[config.mk]
export PLATFORM = sky130hd
export DESIGN_NAME = gnr_node_mc
export DESIGN_NICKNAME = d
export VERILOG_FILES = /design/src/rtl/gnr_node_pkg.sv /design/src/rtl/gnr_node_ch.sv /design/src/rtl/gnr_node_mc.sv
export SDC_FILE = /design/constraint.sdc
export NUM_CORES = 1
export LEC_CHECK = 0
export CORE_MARGIN = 3
export CORE_UTILIZATION = 47
export DETAILED_ROUTE_END_ITERATION = 10
export GPL_TIMING_DRIVEN = 0
export PLACE_DENSITY = 0.76
export REMOVE_ABC_BUFFERS = 1
export SKIP_CTS_REPAIR_TIMING = 1
export SKIP_LAST_GASP = 1
export SLEW_MARGIN = 20
export SYNTH_ARGS = -nofsm -noshare
export SYNTH_HDL_FRONTEND = slang
export SYNTH_SLANG_ARGS = --single-unit
[constraint.sdc]
create_clock -name clk -period 2.11 [get_ports clk]
set_input_delay 0.3165 -clock clk [delete_from_list [all_inputs] [get_ports clk]]
set_output_delay 0.3165 -clock clk [all_outputs]
set_load 0.01 [all_outputs]
[src/rtl/gnr_node_pkg.sv]
// Shared defaults and helpers for the multi-channel GRN node (gnr_node_mc).
package gnr_node_pkg;

    localparam int unsigned DIV_W_DEF   = 4;
    localparam int unsigned STAB_W_DEF  = 8;
    localparam int unsigned STAB_TH_DEF = 16;
    localparam int unsigned TRANS_CNT_W = 16;

    // Increment that sticks at max_v instead of wrapping.
    function automatic logic [31:0] sat_inc(input logic [31:0] v, input logic [31:0] max_v);
        return (v >= max_v) ? max_v : v + 32'd1;
    endfunction

    // A divide ratio of zero is meaningless; treat it as "update every start".
    function automatic logic [31:0] div_coerce(input logic [31:0] d);
        return (d == 32'd0) ? 32'd1 : d;
    endfunction

endpackage

[src/rtl/gnr_node_ch.sv]
// One GRN node channel: state register, update divider, no-change run counter and strobes.
// Optional per-channel transition counter when GNR_NODE_TRACE_EN is defined.
module gnr_node_ch
    import gnr_node_pkg::*;
#(
    parameter int unsigned WIDTH   = 1,
    parameter int unsigned DIV_W   = DIV_W_DEF,
    parameter int unsigned STAB_W  = STAB_W_DEF,
    parameter int unsigned STAB_TH = STAB_TH_DEF
) (
    input  logic                   clk,
    input  logic                   rst,
    input  logic                   reset_nos,
    input  logic [WIDTH-1:0]       init_state,
    input  logic [DIV_W-1:0]       div_cfg,
    input  logic                   start,
    input  logic [WIDTH-1:0]       next_s,
    output logic [WIDTH-1:0]       s,
    output logic                   upd,
    output logic                   chg,
    output logic                   stable,
    output logic [TRANS_CNT_W-1:0] trans_cnt
);

    localparam logic [31:0] RUN_MAX = (32'd1 << STAB_W) - 32'd1;
    localparam logic [31:0] TRC_MAX = (32'd1 << TRANS_CNT_W) - 32'd1;

    logic [DIV_W-1:0]  cnt, cnt_nx;
    logic [DIV_W-1:0]  div_r, div_nx;
    logic [STAB_W-1:0] run, run_nx;
    logic [WIDTH-1:0]  s_nx;
    logic              upd_nx, chg_nx, stable_nx;

    // Priority: reset_nos over start; a start landing on cnt==0 commits next_s.
    always_comb begin
        s_nx      = s;
        cnt_nx    = cnt;
        div_nx    = div_r;
        run_nx    = run;
        upd_nx    = 1'b0;
        chg_nx    = 1'b0;
        stable_nx = stable;
        if (reset_nos) begin
            s_nx      = init_state;
            cnt_nx    = '0;
            div_nx    = DIV_W'(div_coerce(32'(div_cfg)));
            run_nx    = '0;
            stable_nx = 1'b0;
        end else if (start) begin
            if (cnt == '0) begin
                s_nx      = next_s;
                cnt_nx    = div_r - DIV_W'(1);
                upd_nx    = 1'b1;
                chg_nx    = (next_s != s);
                run_nx    = chg_nx ? '0 : STAB_W'(sat_inc(32'(run), RUN_MAX));
                stable_nx = (32'(run_nx) >= 32'(STAB_TH));
            end else begin
                cnt_nx = cnt - DIV_W'(1);
            end
        end
    end

    always_ff @(posedge clk) begin
        if (rst) begin
            s      <= '0;
            cnt    <= '0;
            div_r  <= DIV_W'(1);
            run    <= '0;
            upd    <= 1'b0;
            chg    <= 1'b0;
            stable <= 1'b0;
        end else begin
            s      <= s_nx;
            cnt    <= cnt_nx;
            div_r  <= div_nx;
            run    <= run_nx;
            upd    <= upd_nx;
            chg    <= chg_nx;
            stable <= stable_nx;
        end
    end

`ifdef GNR_NODE_TRACE_EN
    // Transition counter survives reset_nos; only rst clears it.
    logic [TRANS_CNT_W-1:0] trc_r;

    always_ff @(posedge clk) begin
        if (rst) begin
            trc_r <= '0;
        end else if (chg_nx) begin
            trc_r <= TRANS_CNT_W'(sat_inc(32'(trc_r), TRC_MAX));
        end
    end

    assign trans_cnt = trc_r;
`else
    assign trans_cnt = '0;
`endif

endmodule

[src/rtl/gnr_node_mc.sv]
// Multi-channel GRN Boolean-network node: NCH independent gnr_node_ch instances on flat buses.
// Define GNR_NODE_TRACE_EN to enable per-channel transition counters on trans_cnt.
module gnr_node_mc
    import gnr_node_pkg::*;
#(
    parameter int unsigned NCH     = 2,
    parameter int unsigned WIDTH   = 1,
    parameter int unsigned DIV_W   = DIV_W_DEF,
    parameter int unsigned STAB_W  = STAB_W_DEF,
    parameter int unsigned STAB_TH = STAB_TH_DEF
) (
    input  logic                       clk,
    input  logic                       rst,
    input  logic                       reset_nos,
    input  logic [WIDTH-1:0]           init_state,
    input  logic [NCH*DIV_W-1:0]       div_cfg,
    input  logic [NCH-1:0]             start,
    input  logic [NCH*WIDTH-1:0]       next_s,
    output logic [NCH*WIDTH-1:0]       s,
    output logic [NCH-1:0]             upd,
    output logic [NCH-1:0]             chg,
    output logic [NCH-1:0]             stable,
    output logic [NCH*TRANS_CNT_W-1:0] trans_cnt
);

    for (genvar c = 0; c < NCH; c++) begin : g_ch
        gnr_node_ch #(
            .WIDTH  (WIDTH),
            .DIV_W  (DIV_W),
            .STAB_W (STAB_W),
            .STAB_TH(STAB_TH)
        ) u_ch (
            .clk       (clk),
            .rst       (rst),
            .reset_nos (reset_nos),
            .init_state(init_state),
            .div_cfg   (div_cfg[c*DIV_W +: DIV_W]),
            .start     (start[c]),
            .next_s    (next_s[c*WIDTH +: WIDTH]),
            .s         (s[c*WIDTH +: WIDTH]),
            .upd       (upd[c]),
            .chg       (chg[c]),
            .stable    (stable[c]),
            .trans_cnt (trans_cnt[c*TRANS_CNT_W +: TRANS_CNT_W])
        );
    end

endmodule

==> reports/metrics.cfg <==
[power]
power_mw = 1.62
power.density_nw_per_um2 = 647
switching_share_pct = 28.9
max-vdd-ir-drop_mv = 0.450
p_clk_share_pct = 33.4
p_seq_share_pct = 49.7
power_leakage_nw = 0.924
switchingPower_mw = 0.469
internal_power_mw = 1.15
combPwrFrac_pct = 16.9

[routing]
drc = 0
drt_pre_antenna_iters = 4
drt_iter0_drc = 146
wirelength_um = 4380
vias = 1892
post_drt_via_cell_ratio = 5.28
wire_per_inst_um = 12.2
antenna_left = 0

[worst_setup_path]
cp_top_family = simple AND/OR/NAND/NOR gates
path_max_fanout = 12
required_ns = 2.33
cp.arrival_ns = 1.99
cp_cell_sequence = clkdlybuf4s50_1 -> nor3b_4 -> and2_1 -> a31oi_1 -> a211oi_1
cpPeakStageDelay_ns = 0.59
worstSetupPathDepth = 5
r2r_cells = 4
path_class = in -> reg
cp-end-kind = flop
critPathBufInv = 1
cpMaxStageDelayCell = clkdlybuf4s50_1
cp-start-kind = primary input

[die]
row_count = 25
start_util_pct = 49.1
core_um2 = 4790
dieArea_um2 = 5880
fp.dieH_um = 76.7
die_x_um = 76.7
ios = 56

[worst_hold_path]
min_path_cells = 2
hold_class = reg -> reg

[logic_synthesis]
avgSynthCellArea_um2 = 8.30
ys_ff_latch = 40
ys_types = 48
synth_edf_count = 0
ys_seq_area_share_pct = 34.1
ys_warn_count = 0
syn_inst = 283
async_flop_share_pct = 0
syn_area_um2 = 2350
ys.flop_type = dfxtp_1

[global_route]
grt_usage_pct = 15.7
grt_antenna_before_repair = 0
grt_pass1_wl_um = 7620
grt.overflow.total = 0
grt_pass1_vias = 1749
grt_max_degree = 28

[sta]
hold_viol = 0
maxSlewViolCount = 0
rsz0062_at_grt = false
min_period_ns = 1.77
fin_crit_sh_pct = 83.7
fmax_mhz = 566
final-setup-viol-count = 0
finClkSkew_ns = 0.00790
worstMarginPinSlew_ns = 0.738
relSlewSlack_pct = 50.4
tns_ns = 0
final.setup.worst_slack_ns = 0.343
hold_slack_ns = 0.475

[layout]
design_area_um2 = 2510
layout-drive-gt1-share_pct = 7.90
diodes = 0
final_util_pct = 52.5
final.fill_count = 458
syn2layout_area_growth_pct = 6.87
nets = 310
stdcell_count = 358

[placed_design]
io_buffer_count = 23
dp_cells = 350
pre_cts_slack_ns = 0.00539
place_area_um2 = 2410
hpwl_um = 3120
gp_congestion = 0.826

[cts]
clockRootBuffer = clkbuf_8
ctsHtreeMaxLevel = 2
path_clk_slew_ns = 0.08
cts_tree = yes
cts_made_buffers = 5
clk_latency_ns = 0.30
cts_sinks = 40
cts.path.max_buffers = 2

[outcome]
status = finished clean

[run]
drv_cap = 0

-- layout by cell type (no fill, tap or decap), drive strengths merged, types with 9 or more instances in the layout --
| master | instances |
|---|---|
| nor3 | 9 |
| clkdlybuf4s50 | 23 |
| nand3 | 13 |
| conb | 32 |
| nand2 | 24 |
| a31oi | 14 |
| dfxtp | 40 |
| nor2 | 21 |
| a21oi | 22 |
| o21ai | 12 |
-- power by group through the flow --
stage	clock network (mW)	logic [mW]	registers, mW
2_1_floorplan	0	0.176	0.822
3_3_place_gp	0	0.268	0.823
3_5_place_dp	0	0.273	0.824
4_1_cts	0.557	0.275	0.806
5_1_grt	0.588	0.310	0.810
6_report	0.542	0.275	0.806
-- worst paths after layout --
check / from / endpoint / slack [ns]
setup / recovery: start[1] / g_ch[1].u_ch.run[3] / 0.34
hold / removal: g_ch[1].u_ch.run[1] / g_ch[1].u_ch.run[1] / 0.48
setup reg to reg: g_ch[0].u_ch.cnt[3] / g_ch[0].u_ch.run[7] / 0.39
hold reg to reg: g_ch[1].u_ch.run[1] / g_ch[1].u_ch.run[1] / 0.48
-- worst min-delay path: cells and delay by family, from the launching register on --
kind               cells  cell delay [ns]
AOI/OAI and AO/OA      1             0.05
and+or+nand+nor        1             0.06
DFF                    1             0.33
-- routing by layer --
layer  track usage [%]  wire [um]  part of all wire [%]
met1              19.8       2090                    48
met2              25.7       1950                    44
met3              3.64        292                   6.7
met4              6.70         50                   1.1
met5                 0          0                     0
-- cells by family after synthesis --
kind of cell,share of synthesized area [%]
adder cells (fa/ha/maj),2.13
AND/OR/NAND/NOR,20.8
other,0.160
AO/OA/AOI/OAI,21.7
multiplexers,3.41
XOR/XNOR,1.49
flip-flops,34.1
buffers and inverters,16.2
-- final cells by class --
cell class,instances,area (um^2),share of cell area [%]
repair buffers,23,230,9.17
multi-input cells,216,1280,51.1
flip-flops and latches,40,801,31.9
clock inverters,2,15.0,0.598
clock buffers,6,82.6,3.29
inverters,4,15.0,0.598
well taps,67,83.8,3.34
-- Yosys cell counts (3+ instances only) --
| cell type | instances | area (um^2) |
|---|---|---|
| buf_4 | 42 | 315 |
| dfxtp_1 | 40 | 801 |
| nand2_1 | 24 | 90.1 |
| a21oi_1 | 21 | 105 |
| nor2_1 | 21 | 78.8 |
| a31oi_1 | 14 | 87.6 |
| nand3_1 | 13 | 65.1 |
| o21ai_0 | 12 | 60.1 |
| nor3_1 | 9 | 45.0 |
| mux2i_1 | 8 | 80.1 |
| nand4_1 | 8 | 50.1 |
| clkbuf_1 | 6 | 22.5 |
| a211oi_1 | 5 | 37.5 |
| buf_2 | 5 | 25.0 |
| ha_1 | 4 | 50.1 |
| inv_1 | 4 | 15.0 |
| a31o_2 | 3 | 26.3 |
| and2_1 | 3 | 18.8 |
| o211ai_1 | 3 | 22.5 |
| o21bai_1 | 3 | 22.5 |
-- flip-flops by register name, indices dropped and copies added (netlist names) --
signal and count:
g_ch.u_ch.div_r 8, g_ch.u_ch.stable 2, g_ch.u_ch.run 16, g_ch.u_ch.cnt 8
g_ch.u_ch.s 2, g_ch.u_ch.upd 2, g_ch.u_ch.chg 2
(Power assumes the default switching activity.)
==> RTL change, RTL diff (config.mk and constraints unchanged) <==
Put a register stage on the output `trans_cnt`, without a reset. The value now appears one clock later. The other outputs are not delayed to match.
--- a/src/rtl/gnr_node_mc.sv
+++ b/src/rtl/gnr_node_mc.sv
@@ -25,2 +25,4 @@
 
+    logic [NCH*TRANS_CNT_W-1:0] trans_cnt_d;
+
     for (genvar c = 0; c < NCH; c++) begin : g_ch
@@ -43,4 +45,8 @@
             .stable    (stable[c]),
-            .trans_cnt (trans_cnt[c*TRANS_CNT_W +: TRANS_CNT_W])
+            .trans_cnt (trans_cnt_d[c*TRANS_CNT_W +: TRANS_CNT_W])
         );
+    end
+
+    always_ff @(posedge clk) begin
+        trans_cnt <= trans_cnt_d;
     end
Check against the original RTL: equivalent (equiv_simple and equiv_induct, registers matched by name and starting in step).
==> RTL change against the unedited design <==
Total power increased by 6.4%. Routed wire length decreased by 7.6%. Sequential cell count unchanged. Sequential power about the same. Global-route usage decreased by 0.078 points. Area after synthesis decreased by 5.7%. Clock skew decreased by 0.0024 ns. Cell area decreased by 4.3%. Final cell count decreased by 6.1%. Combinational power decreased by 4%. Largest cell class unchanged. Setup slack improved by 0.025 ns. Maximum frequency increased by 1.4%. Register-to-register slack got worse by 0.02 ns.
==> RTL change: results (changes against the unedited design) <==
vias per cell=5.35 (+1.2%); commonest cells in the netlist=40 x buf_4, 40 x dfxtp_1, 30 x nor2_1, 26 x nand2_1, 23 x a21oi_1; multi-input combinational area share=48.7% (-2.4 points); pin count of the biggest net entering global routing=31 (+11%); GRT Util Overall=15.6% (-0.078 points); ranking of synthesized cells by area=dfxtp_1 36%, buf_4 14%, a21oi_1 5.2%; area share of fa/ha/maj cells after synthesis=2.26% (+0.13 points); largest stage delay on the critical path=0.40 ns (-0.19 ns); compound-gate portion of the synthesized area=14.2% (-7.4 points); layout cell share with drive strength beyond 1=6.34% (-1.6 points); fillers=426 (-7.0%); XOR/XNOR Fraction of Synth Area=2.77% (+1.3 points); # rows=24 (-4.0%); Setup Skew=0.00554 ns (-0.00236 ns); Pleak=0.000912 µW (-1.3%); worst reg2reg path depth=6 (+2); register area share after synthesis=36.1% (+2.1 points); clk tree area frac=5.05% (+1.2 points); Largest delay share family, worst path=compound AO/OA/AOI/OAI gates; Seq/total area=33.3% (+1.4 points); sw power=453 µW (-3.5%); Non-clock buffering overhead=9.58% (+0.41 points); Cell variety after synth=40 (-17%); slew at the pin closest to its max-slew limit=0.569 ns (-0.169 ns); Multi-Input Combinational=209 (-3.2%); post-placement cell area=2280 µm² (-5.4%); status=finished clean; crit-path max FO=4 (-8); CP max stage cell=dfxtp_1; Crit path arrival time=1.91 ns (-0.08 ns); first-pass GRT wire length=6820 µm (-10%); TritonRoute pass-1 iters=6 (+2)
## RTL change: cell types whose count changed in the layout (fill, tap and decap cells not counted), sizes merged, moves of 5 or more
cell / change
o21ai: -9
nor2: +10
nand3: -5
a31oi: -5
nor3: +9
## RTL change: per-layer routing
layer,share of wire (%),GRT usage [%],vias up
met2,46,25.4,58
li1,-,-,912
met4,2.0,7.71,0
met1,47,19.7,819
met5,0,0,-
met3,5.1,3.34,8
## RTL change: power groups by stage
stage,registers (µW),clock network [µW],logic (µW)
2_1_floorplan,820,0,170
3_3_place_gp,821,0,259
3_5_place_dp,822,0,264
4_1_cts,805,679,265
5_1_grt,809,705,300
6_report,805,658,264
## RTL change: per-stage QoR
stage,cells,hold slack [ns],setup slack [ns]
floorplan,253,0.389,0.595
global placement,328,0.473,0.101
detailed placement,328,0.482,0.0954
CTS,336,0.493,0.375
global route,336,0.553,0.256
finish,336,0.496,0.368
